<file path="config.mk">
export PLATFORM = sky130hd
export DESIGN_NAME = bram_arbiter
export DESIGN_NICKNAME = d
export VERILOG_FILES = /design/src/rtl/bram_arb_pkg.sv /design/src/rtl/bram_arb_pick.sv /design/src/rtl/bram_arbiter.sv
export SDC_FILE = /design/constraint.sdc
export NUM_CORES = 1
export LEC_CHECK = 0
export CORE_AREA = 2 2 221 223
export DETAILED_ROUTE_END_ITERATION = 8
export DIE_AREA = 0 0 223 225
export DONT_BUFFER_PORTS = 1
export PLACE_DENSITY_LB_ADDON = 0.05
export SYNTH_ARGS = -nofsm -noshare
export SYNTH_HDL_FRONTEND = slang
export SYNTH_SLANG_ARGS = --single-unit
</file>
<file path="constraint.sdc">
create_clock -name clk -period 3.3 [get_ports clk]
set_clock_uncertainty 0.15 [all_clocks]
set_input_delay 0.66 -clock clk [delete_from_list [all_inputs] [get_ports clk]]
set_output_delay 0.66 -clock clk [all_outputs]
set_load 0.02 [all_outputs]
</file>
<file path="src/rtl/bram_arb_pkg.sv">
// bram_arb_pkg: shared request/response types, FSM states and burst encoding for the BRAM arbiter
package bram_arb_pkg;
  typedef struct packed {
    logic        valid;
    logic [63:0] addr;
    logic [63:0] wdata;
    logic [7:0]  wstrobe;
    logic [1:0]  burst;
    logic [7:0]  len;
  } bram_req_t;
  typedef struct packed {
    logic        ready;
    logic        last;
    logic [63:0] rdata;
  } bram_resp_t;
  typedef enum logic [1:0] {IDLE, GRANT_I, GRANT_D} arb_state_t;
  localparam logic [1:0] BURST_INCR = 2'b01;
endpackage

</file>
<file path="src/rtl/bram_arb_pick.sv">
// bram_arb_pick: 2-way picker, ports i_valid/d_valid/ptr(1 = d granted last) -> one-hot grant {d,i}; RR=0 gives data priority
module bram_arb_pick #(
  parameter bit RR = 1'b0
) (
  input  logic       i_valid,
  input  logic       d_valid,
  input  logic       ptr,
  output logic [1:0] grant
);
  assign grant = (i_valid && d_valid) ? ((RR && ptr) ? 2'b01 : 2'b10) : {d_valid, i_valid};
endmodule

</file>
<file path="src/rtl/bram_arbiter.sv">
// bram_arbiter: shares the BRAM wrapper (m_*) between i (read-only) and d ports per transaction with a 1-cycle bubble; clk, reset (sync active-low); BRAM_ARB_RR_EN selects round-robin over data priority
module bram_arbiter
  import bram_arb_pkg::*;
#(
  parameter bit SIMULATION = 1'b0
) (
  input  logic        clk,
  input  logic        reset,
  input  logic        i_valid,
  input  logic [63:0] i_addr,
  input  logic [7:0]  i_len,
  input  logic [1:0]  i_burst,
  output logic        i_ready,
  output logic        i_last,
  output logic [63:0] i_rdata,
  input  logic        d_valid,
  input  logic [63:0] d_addr,
  input  logic [63:0] d_wdata,
  input  logic [7:0]  d_wstrobe,
  input  logic [1:0]  d_burst,
  input  logic [7:0]  d_len,
  output logic        d_ready,
  output logic        d_last,
  output logic [63:0] d_rdata,
  output logic        m_valid,
  output logic [63:0] m_addr,
  output logic [63:0] m_wdata,
  output logic [7:0]  m_wstrobe,
  output logic [1:0]  m_burst,
  output logic [7:0]  m_len,
  input  logic        m_ready,
  input  logic        m_last,
  input  logic [63:0] m_rdata
);
  arb_state_t state, prev_state;
  bram_req_t  ireq, dreq, mreq, prev_m;
  bram_resp_t mresp, idle_resp, iresp, dresp;
  logic [1:0] pick;
  logic       ptr;
  assign ireq = bram_req_t'{valid: i_valid, addr: i_addr, wdata: 64'd0, wstrobe: 8'd0, burst: i_burst, len: i_len};
  assign dreq = bram_req_t'{valid: d_valid, addr: d_addr, wdata: d_wdata, wstrobe: d_wstrobe, burst: d_burst, len: d_len};
  assign mreq = (state == GRANT_I) ? ireq : (state == GRANT_D) ? dreq : '0;
  assign {m_valid, m_addr, m_wdata, m_wstrobe, m_burst, m_len} = mreq;
  assign mresp     = bram_resp_t'{ready: m_ready, last: m_last, rdata: m_rdata};
  assign idle_resp = bram_resp_t'{ready: 1'b0, last: 1'b0, rdata: m_rdata};
  assign iresp = (state == GRANT_I) ? mresp : idle_resp;
  assign dresp = (state == GRANT_D) ? mresp : idle_resp;
  assign {i_ready, i_last, i_rdata} = iresp;
  assign {d_ready, d_last, d_rdata} = dresp;
`ifdef BRAM_ARB_RR_EN
  bram_arb_pick #(.RR(1'b1)) u_pick (.i_valid(i_valid), .d_valid(d_valid), .ptr(ptr), .grant(pick));
  // ptr = 1 means data was granted last, so instruction wins the first tie after reset
  always_ff @(posedge clk)
    if (!reset) ptr <= 1'b1;
    else if (state == IDLE && |pick) ptr <= pick[1];
`else
  assign ptr = 1'b0;
  bram_arb_pick #(.RR(1'b0)) u_pick (.i_valid(i_valid), .d_valid(d_valid), .ptr(ptr), .grant(pick));
`endif
  // in a grant state mreq.valid is the owner's valid, so a dropped valid aborts
  always_ff @(posedge clk)
    if (!reset) state <= IDLE;
    else if (state == IDLE) state <= pick[1] ? GRANT_D : pick[0] ? GRANT_I : IDLE;
    else if (!mreq.valid || (m_ready && m_last)) state <= IDLE;
  always_ff @(posedge clk) begin
    prev_state <= state;
    prev_m <= mreq;
    if (SIMULATION && reset && state != IDLE && state == prev_state && prev_m.valid && mreq.valid)
      assert (mreq == prev_m);
  end
endmodule
</file>
# Yosys cells after proc, flatten, opt, wreduce, memory -nomap -nowiden
# Index checks and enable logic that the tools add are counted.
# Widths: inputs -> output; s select.
dict set report word_totals {
  ff_bits 2
  inputBits 290
  out_inout_bits 279
  elab_cells 18
}
dict set report op_classes {
  eq_ne 2
  muxes 9
  reduce_logical 6
}
# op n
set op_table {}
lappend op_table {{$mux 147} 2}
lappend op_table {{$mux 66} 2}
lappend op_table {{$mux 2} 4}
lappend op_table {{$eq 2x1->1 const B} 1}
lappend op_table {{$eq 2x2->1 const B} 1}
lappend op_table {{$logic_and 1x1->1} 2}
lappend op_table {{$logic_not 2->1} 1}
lappend op_table {{$reduce_bool 2->1} 1}
lappend op_table {{$logic_not 1->1} 1}
lappend op_table {{$logic_or 1x1->1} 1}
lappend op_table {{$mux 1} 1}

# Logic depth before layout (Yosys ltp)
# Gate-level depths: netlist of run 1.
dict set report logic_depth {
  word_depth 7
  depth_mapped 5
  depth_no_buf 2
}

# Cells and area by module
# A second synthesis of run 1 with hierarchy kept.
dict set report unflattened {
  cells_unflattened 319
  hier_area_um2 2397.3
}
# mod instances cells_each area_each_um2 seq_area_each_um2
set by_module_without_submodules {}
lappend by_module_without_submodules {bram_arbiter 1 317 2387.3 40.0}
lappend by_module_without_submodules {bram_arb_pick 1 2 10.0 0.0}

# Worst setup path before layout of run 1
# OpenSTA, ideal clock, no wires.
dict set report synth_timing {
  kind {register -> output}
  startpoint {reg state[1]}
  endpoint {out m_wdata[54]}
  arrival_ps 1110
  required_time_ps 2490
  path_slack_ps 1380
  path_stages_with_launch 6
  path_buffers 3
  cell_sequence {dfxtp_1 -> nor2b_1 -> buf_2 -> buf_4 -> buf_2 -> and2_1}
}
dict set report synth_between {
  elab_chain_cells 3
  word_cells_on_any_way 4
  classes_between {eq/ne: 2; mux: 2}
}
# element line
set synth_rtl {}
lappend synth_rtl {{from (decl)} bram_arbiter.sv:35} ;# arb_state_t state, prev_state;
lappend synth_rtl {{from (signal assigned)} bram_arbiter.sv:63} ;# else if (state == IDLE) state <= pick[1] ? GRANT_D : pick[0] ? GRANT_I : IDLE;
lappend synth_rtl {{$eq 2x2->1} bram_arbiter.sv:42} ;# assign mreq = (state == GRANT_I) ? ireq : (state == GRANT_D) ? dreq : '0;
lappend synth_rtl {{$mux 147} bram_arbiter.sv:42}
lappend synth_rtl {{$mux 147 (*)} bram_arbiter.sv:42}
lappend synth_rtl {{to (decl)} bram_arbiter.sv:27} ;# output logic [63:0] m_wdata,
# Mark *: on every way between the ends. The rest lies on a longest branch, timed or not.

# Final worst setup path of run 1
dict set report layout_timing {
  startpoint {reg state[0]}
  endpoint {out m_addr[27]}
}
dict set report layout_between {
  elab_chain_cells 3
  word_cells_on_any_way 4
  classes_between {eq/ne: 2; mux: 2}
}
# element line
set layout_rtl {}
lappend layout_rtl {{$eq 2x2->1} bram_arbiter.sv:42}
lappend layout_rtl {{$mux 147} bram_arbiter.sv:42}
lappend layout_rtl {{$mux 147 (*)} bram_arbiter.sv:42}
lappend layout_rtl {{to (decl)} bram_arbiter.sv:26} ;# output logic [63:0] m_addr,
# Marked as above.

==> impl_metrics.env, run 1 <==
export IMPL_cts_path_max_buffers=2
export IMPL_mappedNetlistArea_um2=2350
export IMPL_async_reset_ff_share_pct=0
export IMPL_io_pins=569
export IMPL_fmax_ghz=0.375
export IMPL_grt_use_met3_pct=1.71
export IMPL_peakVddDrop_mv=0.165
export IMPL_htree_levels=1
export IMPL_yosys_area_share_xor_xnor_pct=0
export IMPL_seq_area_frac_synth_pct=1.70
export IMPL_cts_tree="yes"
export IMPL_die_h_um=225
export IMPL_ys_top_cells_by_count="buf_4, and2_1, a22o_1, buf_2, buf_6"
export IMPL_grt_setup_unrepaired="no"
export IMPL_r2r_slack_ns=2.36
export IMPL_syn_inst=314
export IMPL_holdPathStages=1
export IMPL_clock_sinks=2
export IMPL_vias=1820
export IMPL_synth_top_family_by_area="buffers and inverters"
export IMPL_grt_usage_pct=4.10
export IMPL_synth_ff_latch_count=2
export IMPL_cts_setup_buffers=0
export IMPL_grt_pass1_vias=1729
export IMPL_avgSynthCellArea_um2=7.48
export IMPL_timing_final_crit_share_pct=80.8
export IMPL_postLayoutSetupSlackWorst_ns=0.635
export IMPL_synthAdderAreaFrac_pct=0
export IMPL_dieArea_um2=50200
export IMPL_max_slew_worst_pin_slew_ns=0.782
export IMPL_largest_register_ffs=2
export IMPL_reg_top3="state (2)"
export IMPL_cap_violations=0
export IMPL_synth_warnings=0
export IMPL_final_layout_size_suffix_gt1_share_pct=5.36
export IMPL_relSlewSlack_pct=47.9
export IMPL_finalHoldViolations=0
export IMPL_dpl_instance_area_um2=2050
export IMPL_postCtsResizedCells=0
export IMPL_place_hpwl_um=10700
export IMPL_yosysTopAreaCell="buf_4"
export IMPL_synth_area_mux_share_pct=0
export IMPL_synthTopCellsByArea="buf_4, a22o_1, and2_1"
export IMPL_synth_simple_gate_area_share_pct=21.6
export IMPL_r2r_end="state[0]"
export IMPL_stdcell_count=785
export IMPL_drc=0
export IMPL_synth_compound_area_share_pct=28.7
export IMPL_grt_overflow=0
export IMPL_criticalPathCategory="reg2out"
export IMPL_synth_top_flop_cell="dfxtp_1"
export IMPL_status="finished, final reports clean"
export IMPL_yosysMostFrequentCell="buf_4"
export IMPL_fill_cells=5624
export IMPL_path_clk_slew_ns=0.03
export IMPL_hold_end="state[1]"
export IMPL_area_growth_pct=-9.43
export IMPL_numPortBuffers=0
export IMPL_worstHoldStart="state[1]"
export IMPL_drt_antenna_violating_nets=0
export IMPL_cellPowerDensity_nw_per_um2=230
export IMPL_cp_data_required_time_ns=2.49
export IMPL_cts_buffers=3
export IMPL_coreArea_um2=47500
export IMPL_finalSetupTns_ns=0
export IMPL_viasPerCell=2.32
export IMPL_reg2reg_from="state[0]"
export IMPL_grt_max_degree=91
export IMPL_drtIter0Drc=67
export IMPL_setup_viol=0
export IMPL_gr_usage_met2_pct=8.87
export IMPL_busiest_layer="met2"
export IMPL_die_w_um=223
export IMPL_placed_cells=780
export IMPL_num_rows=80
export IMPL_p_leak_nw=0.580
export IMPL_grtUsageMet1_pct=2.91
export IMPL_ys_types=13
export IMPL_critPathMaxFanout=44
export IMPL_place_ws_ns=0.723
export IMPL_cts_root_buf="clkbuf_16"
export IMPL_antenna_found_initial=8
export IMPL_slew_violations=0
export IMPL_grt_pass1_wl_um=14600
export IMPL_syn_nets=604
export IMPL_holdBufCountCts=0
export IMPL_worstHoldPathType="reg2reg"
export IMPL_crit_path_end_kind="primary output"
export IMPL_gp_congestion=0.624
export IMPL_final_nets=460
export IMPL_synth_top_area_share_pct=41.6
export IMPL_dr_pass1_iters=4
export IMPL_synth_edff_count=0
export IMPL_worst_ep_arrival_time_ns=1.86
export IMPL_wl_per_cell_um=15.6
export IMPL_startpoint_type="register"
export IMPL_rr_worst_depth=2
export IMPL_totalWireLength_um=12200
export IMPL_top_register="state"
export IMPL_period_needed_ns=2.67
export IMPL_stdcell_area_um2=2130
export IMPL_initial_utilization_pct=4.94
export IMPL_clock_latency_ns=0.22
final cells by class:
class / instances / area, µm² / area share, %
multi-input cells: 158 / 1190 / 56.0
well taps: 615 / 769 / 36.2
clock buffers: 3 / 75.1 / 3.53
repair buffers: 4 / 42.5 / 2.00
flip-flops and latches: 2 / 40.0 / 1.88
diodes: 2 / 5.00 / 0.235
inverters: 1 / 3.75 / 0.176
how the worst max path moves through the flow:
stage | to | slack, ns | cells after the start | startpoint
CTS | m_addr[26] | 0.50 | 3 | state[0]
finish | m_addr[27] | 0.63 | 3 | state[0]
floorplan | m_wdata[54] | 1.38 | 5 | state[1]
global route | m_addr[26] | 0.40 | 3 | state[0]
global placement | m_addr[27] | 0.78 | 3 | state[0]
detailed placement | m_addr[26] | 0.72 | 3 | state[0]
layout by cell type (no fill, tap or decap):
cell type	count
nand3b_1	1
inv_1	1
clkbuf_16	3
dfxtp_1	2
and2_1	76
and2b_2	1
diode_2	2
nor2b_4	1
buf_12	1
o2111a_1	1
nor2b_1	1
a22o_1	75
nand3_1	1
a31oi_1	1
buf_4	3
per-layer routing:
metal | share of wire, % | wire, µm
met2 | 57 | 6990
met3 | 12 | 1500
met4 | 5.2 | 632
met5 | 0.47 | 58
met1 | 25 | 3070
cell families after synthesis:
group	count (synthesis)
AO/OA/AOI/OAI	77
buffers and inverters	154
AND/OR/NAND/NOR	81
flip-flops	2
critical path: stages (launching register included):
cell and delay [ns]:
dfxtp_1 0.44, and2b_2 0.48, buf_12 0.26, a22o_1 0.40
report_power, final:
part	leakage, nW	switching [mW]	internal (mW)	total, mW
Clock	0.0370	0.0242	0.154	0.178
Sequential	0.0165	0.00178	0.0257	0.0275
Combinational	0.527	0.210	0.0722	0.283
Total	0.580	0.236	0.252	0.488
stage by stage:
step | utilization [%] | power [mW] | hold slack (ns)
after floorplan | - | 0.515 | 0.293
after global placement | 4.31 | 0.319 | 0.320
after detailed placement | 4.31 | 0.316 | 0.328
after CTS | 4.46 | 0.498 | 0.334
after global routing | 4.47 | 0.514 | 0.353
final | 4.47 | 0.488 | 0.327
Note: power is estimated with default switching activity, not from simulation.
==> run 2: changes to the inputs <==
Clock period 3.3 ns to 2.41 ns, I/O delays scaled along.
==> impl_metrics.env, run 2 (synthesized netlist as in run 1, its figures left out) <==
export IMPL_status="finished, final reports clean"
export IMPL_die_w_um=223
export IMPL_drt_antenna_violating_nets=0
export IMPL_worstHoldPathType="in2reg"
export IMPL_postLayoutSetupSlackWorst_ns=0.177
export IMPL_critPathMaxStageDelay_ns=0.44
export IMPL_gp_congestion=0.624
export IMPL_cts_path_max_buffers=2
export IMPL_wl_per_cell_um=15.7
export IMPL_htree_levels=1
export IMPL_swShare_pct=48.0
export IMPL_dieArea_um2=50200
export IMPL_worst_ep_arrival_time_ns=1.60
export IMPL_intPower_mw=0.358
export IMPL_place_ws_ns=0.393
export IMPL_cp_data_required_time_ns=1.78
export IMPL_totalWireLength_um=12300
export IMPL_grt_max_degree=91
export IMPL_cts_buffers=3
export IMPL_final_cell_mix="and2_1, a22o_1, buf_12"
export IMPL_clockPowerShare_pct=36.1
export IMPL_coreArea_um2=47500
export IMPL_largest_register_ffs=2
export IMPL_cts_root_buf="clkbuf_16"
export IMPL_peakVddDrop_mv=0.198
export IMPL_clock_sinks=2
export IMPL_initial_utilization_pct=4.94
export IMPL_finalHoldViolations=0
export IMPL_setup_viol=0
export IMPL_num_rows=80
export IMPL_startpoint_type="register"
export IMPL_slew_violations=0
export IMPL_relSlewSlack_pct=74.6
export IMPL_cellPowerDensity_nw_per_um2=314
export IMPL_period_needed_ns=2.23
export IMPL_antenna_found_initial=8
export IMPL_holdBufCountCts=0
export IMPL_crit_top_cell="buf_12"
export IMPL_sequentialPowerShare_pct=5.5
export IMPL_clock_latency_ns=0.22
export IMPL_fin_util_pct=4.61
export IMPL_grt_setup_unrepaired="no"
export IMPL_grt_pass1_vias=1773
export IMPL_p_leak_nw=0.604
export IMPL_grt_usage_pct=4.16
export IMPL_cts_tree="yes"
export IMPL_worstPathCellList="and2b_2, buf_12, a22o_1, buf_12"
export IMPL_critPathMaxFanout=68
export IMPL_io_pins=569
export IMPL_top_register="state"
export IMPL_power_switching_mw=0.331
export IMPL_fmax_ghz=0.448
export IMPL_cts_setup_buffers=0
export IMPL_timing_final_crit_share_pct=92.6
export IMPL_final_nets=462
export IMPL_place_hpwl_um=10800
export IMPL_area_growth_pct=-6.66
export IMPL_drtIter0Drc=55
export IMPL_numPortBuffers=0
export IMPL_final_layout_size_suffix_gt1_share_pct=6.47
export IMPL_drc=0
export IMPL_reg_top3="state (2)"
export IMPL_comb_power_share_pct=58.4
export IMPL_cpMaxStageDelayCell="dfxtp_1"
export IMPL_path_clk_slew_ns=0.03
export IMPL_cap_violations=0
export IMPL_crit_family="flip-flops"
export IMPL_die_h_um=225
export IMPL_grt_overflow=0
export IMPL_fin_hold_ws_ns=0.222
export IMPL_viasPerCell=2.25
export IMPL_max_slew_worst_pin_slew_ns=0.381
export IMPL_vias=1773
export IMPL_final_common_cell="and2_1"
export IMPL_dr_pass1_iters=6
export IMPL_finalSetupTns_ns=0
export IMPL_postCtsResizedCells=0
export IMPL_crit_buf_inv=2
export IMPL_criticalPathCategory="reg2out"
export IMPL_crit_path_end_kind="primary output"
export IMPL_grt_pass1_wl_um=14800
==> run 2: changes by cell type in the layout (fill, tap and decap cells not counted), sizes merged <==
cell / previous run / this run
buf: 4 / 6
==> run 2: layout make-up <==
type	instances	area (µm²)
flip-flops and latches	2	40.0
clock buffers	3	75.1
well taps	615	769
multi-input cells	158	1190
diodes	2	5.00
fillers	5600	45400
inverters	1	3.75
repair buffers	6	108
==> run 2: stage by stage <==
step	area [µm²]	instances	power, mW
floorplan	2350	314	0.705
global placement	2110	782	0.455
detailed placement	2110	782	0.447
CTS	2190	785	0.701
global route	2190	786	0.721
finish	2190	787	0.689
==> run 2: worst paths after layout <==
path,end,slack [ns],cells after the start,startpoint
max,m_addr[27],0.18,4,state[0]
max reg2reg,state[0],1.48,2,state[0]
min reg2reg,state[1],0.35,1,state[1]
min,state[1],0.22,1,m_last
==> run 2: layer usage <==
metal / up-vias / share of wire, % / track usage, %
met5: - / 0.37 / 0
met4: 6 / 5.4 / 2.19
met3: 65 / 12 / 1.63
met2: 290 / 57 / 8.92
met1: 752 / 25 / 3.02
li1: 660 / - / -
==> run 2: power groups by stage <==
| stage | clock, mW | combinational (mW) | sequential (mW) |
|---|---|---|---|
| 5_1_grt | 0.259 | 0.423 | 0.0383 |
| 2_1_floorplan | 0 | 0.668 | 0.0370 |
| 3_5_place_dp | 0 | 0.409 | 0.0383 |
| 6_report | 0.249 | 0.402 | 0.0378 |
| 4_1_cts | 0.253 | 0.410 | 0.0379 |
| 3_3_place_gp | 0 | 0.417 | 0.0383 |
==> run 2: worst reg2reg max path, cell delays in order (launching register included) <==
cell      delay [ns]
dfxtp_1         0.44
nand3_1         0.10
o2111a_1        0.12
==> run 3: changes to the inputs <==
Settings changed: CORE_AREA 2 2 221 223 to 2 2 223 225, CTS_BUF_LIST set to sky130_fd_sc_hd__clkbuf_8, DIE_AREA 0 0 223 225 to 0 0 225 227, SYNTH_HIERARCHICAL set to 1.
==> impl_metrics.env, run 3 <==
export IMPL_period_needed_ns=2.33
export IMPL_htree_levels=1
export IMPL_stdcell_count=799
export IMPL_totalWireLength_um=11300
export IMPL_avgSynthCellArea_um2=7.53
export IMPL_timing_final_crit_share_pct=96.5
export IMPL_die_w_um=225
export IMPL_startpoint_type="register"
export IMPL_drtIter0Drc=67
export IMPL_grt_pass1_wl_um=13000
export IMPL_grt_pass1_vias=1668
export IMPL_num_rows=81
export IMPL_critPathMaxFanout=101
export IMPL_area_growth_pct=-8.83
export IMPL_cts_tree="yes"
export IMPL_numPortBuffers=0
export IMPL_crit_family="flip-flops"
export IMPL_path_clk_slew_ns=0.03
export IMPL_fmax_ghz=0.430
export IMPL_cpMaxStageDelayCell="dfxtp_1"
export IMPL_mappedNetlistArea_um2=2390
export IMPL_final_layout_size_suffix_gt1_share_pct=6.40
export IMPL_worstPathCellList="nor2b_4, buf_12, a22o_1, buf_12"
export IMPL_dr_pass1_iters=4
export IMPL_cts_buffers=3
export IMPL_final_cell_mix="and2_1, a22o_1, buf_12"
export IMPL_cap_violations=0
export IMPL_top_register="state"
export IMPL_grt_max_degree=102
export IMPL_grt_overflow=0
export IMPL_largest_register_ffs=2
export IMPL_clock_latency_ns=0.21
export IMPL_fin_hold_ws_ns=0.289
export IMPL_grt_usage_pct=3.69
export IMPL_initial_utilization_pct=4.93
export IMPL_cp_data_required_time_ns=1.78
export IMPL_grt_setup_unrepaired="no"
export IMPL_crit_path_end_kind="primary output"
export IMPL_status="finished, final reports clean"
export IMPL_fill_cells=5733
export IMPL_placed_cells=791
export IMPL_slew_violations=0
export IMPL_crit_buf_inv=2
export IMPL_worst_ep_arrival_time_ns=1.69
export IMPL_final_nets=464
export IMPL_clock_sinks=2
export IMPL_drc=0
export IMPL_finalHoldViolations=0
export IMPL_coreArea_um2=48500
export IMPL_die_h_um=227
export IMPL_wl_per_cell_um=14.2
export IMPL_cellPowerDensity_nw_per_um2=275
export IMPL_relSlewSlack_pct=68.2
export IMPL_vias=1774
export IMPL_gp_congestion=0.623
export IMPL_dieArea_um2=51100
export IMPL_worstHoldPathType="in2reg"
export IMPL_syn_inst=318
export IMPL_crit_top_cell="buf_12"
export IMPL_place_hpwl_um=9910
export IMPL_cts_path_max_buffers=2
export IMPL_viasPerCell=2.22
export IMPL_reg_top3="state (2)"
export IMPL_postLayoutSetupSlackWorst_ns=0.0843
export IMPL_criticalPathCategory="reg2out"
export IMPL_p_leak_nw=0.574
export IMPL_peakVddDrop_mv=0.0896
export IMPL_max_slew_worst_pin_slew_ns=0.477
export IMPL_critPathMaxStageDelay_ns=0.43
export IMPL_synth_warnings=6
export IMPL_drt_antenna_violating_nets=0
export IMPL_cts_root_buf="clkbuf_8"
export IMPL_cts_setup_buffers=0
export IMPL_syn_nets=608
export IMPL_place_ws_ns=0.282
export IMPL_setup_viol=0
export IMPL_antenna_found_initial=8
export IMPL_io_pins=569
export IMPL_finalSetupTns_ns=0
export IMPL_final_common_cell="and2_1"
[run 3: metrics by stage]
stage          cell area (µm²)  power (mW)  utilization (%)
2_1_floorplan             2390       0.741                -
3_3_place_gp              2120       0.479             4.38
3_5_place_dp              2120       0.470             4.38
4_1_cts                   2170       0.606             4.46
5_1_grt                   2180       0.628             4.49
6_report                  2180       0.599             4.49
[run 3: final timing paths]
check,to,cells after the start,slack (ns),startpoint
max,m_addr[47],4,0.08,state[1]
min,state[1],1,0.29,reset
min reg2reg,state[0],1,0.42,state[1]
max reg2reg,state[0],3,1.30,state[0]
[run 3: timing repair]
| item | in CTS | in global routing |
|---|---|---|
| resized for setup | 0 | 1 |
| hold buffers | 0 | 0 |
| setup endpoints to repair | 0 | 2 |
| endpoints found under the hold margin | 0 | 0 |
[run 3: area by class of cell]
class | instances | area, µm² | area share, %
sequential | 2 | 40.0 | 1.83
antenna | 5 | 12.5 | 0.573
timing repair buffer | 6 | 98.8 | 4.53
tap | 622 | 778 | 35.7
multi-input combinational | 161 | 1210 | 55.5
clock buffer | 3 | 41.3 | 1.89
[run 3: power breakdown]
group	switching (mW)	internal [mW]	leakage (nW)	total, mW
Sequential	0.00334	0.0353	0.0164	0.0386
Clock	0.0240	0.105	0.0216	0.129
Combinational	0.313	0.118	0.536	0.431
[run 3: routing by layer]
metal / part of all wire (%) / GRT usage [%] / vias to the layer above
li1: - / - / 672
met1: 27 / 3.15 / 773
met2: 50 / 6.48 / 283
met3: 18 / 1.95 / 44
met4: 5.4 / 2.86 / 2
met5: 0.11 / 0 / -
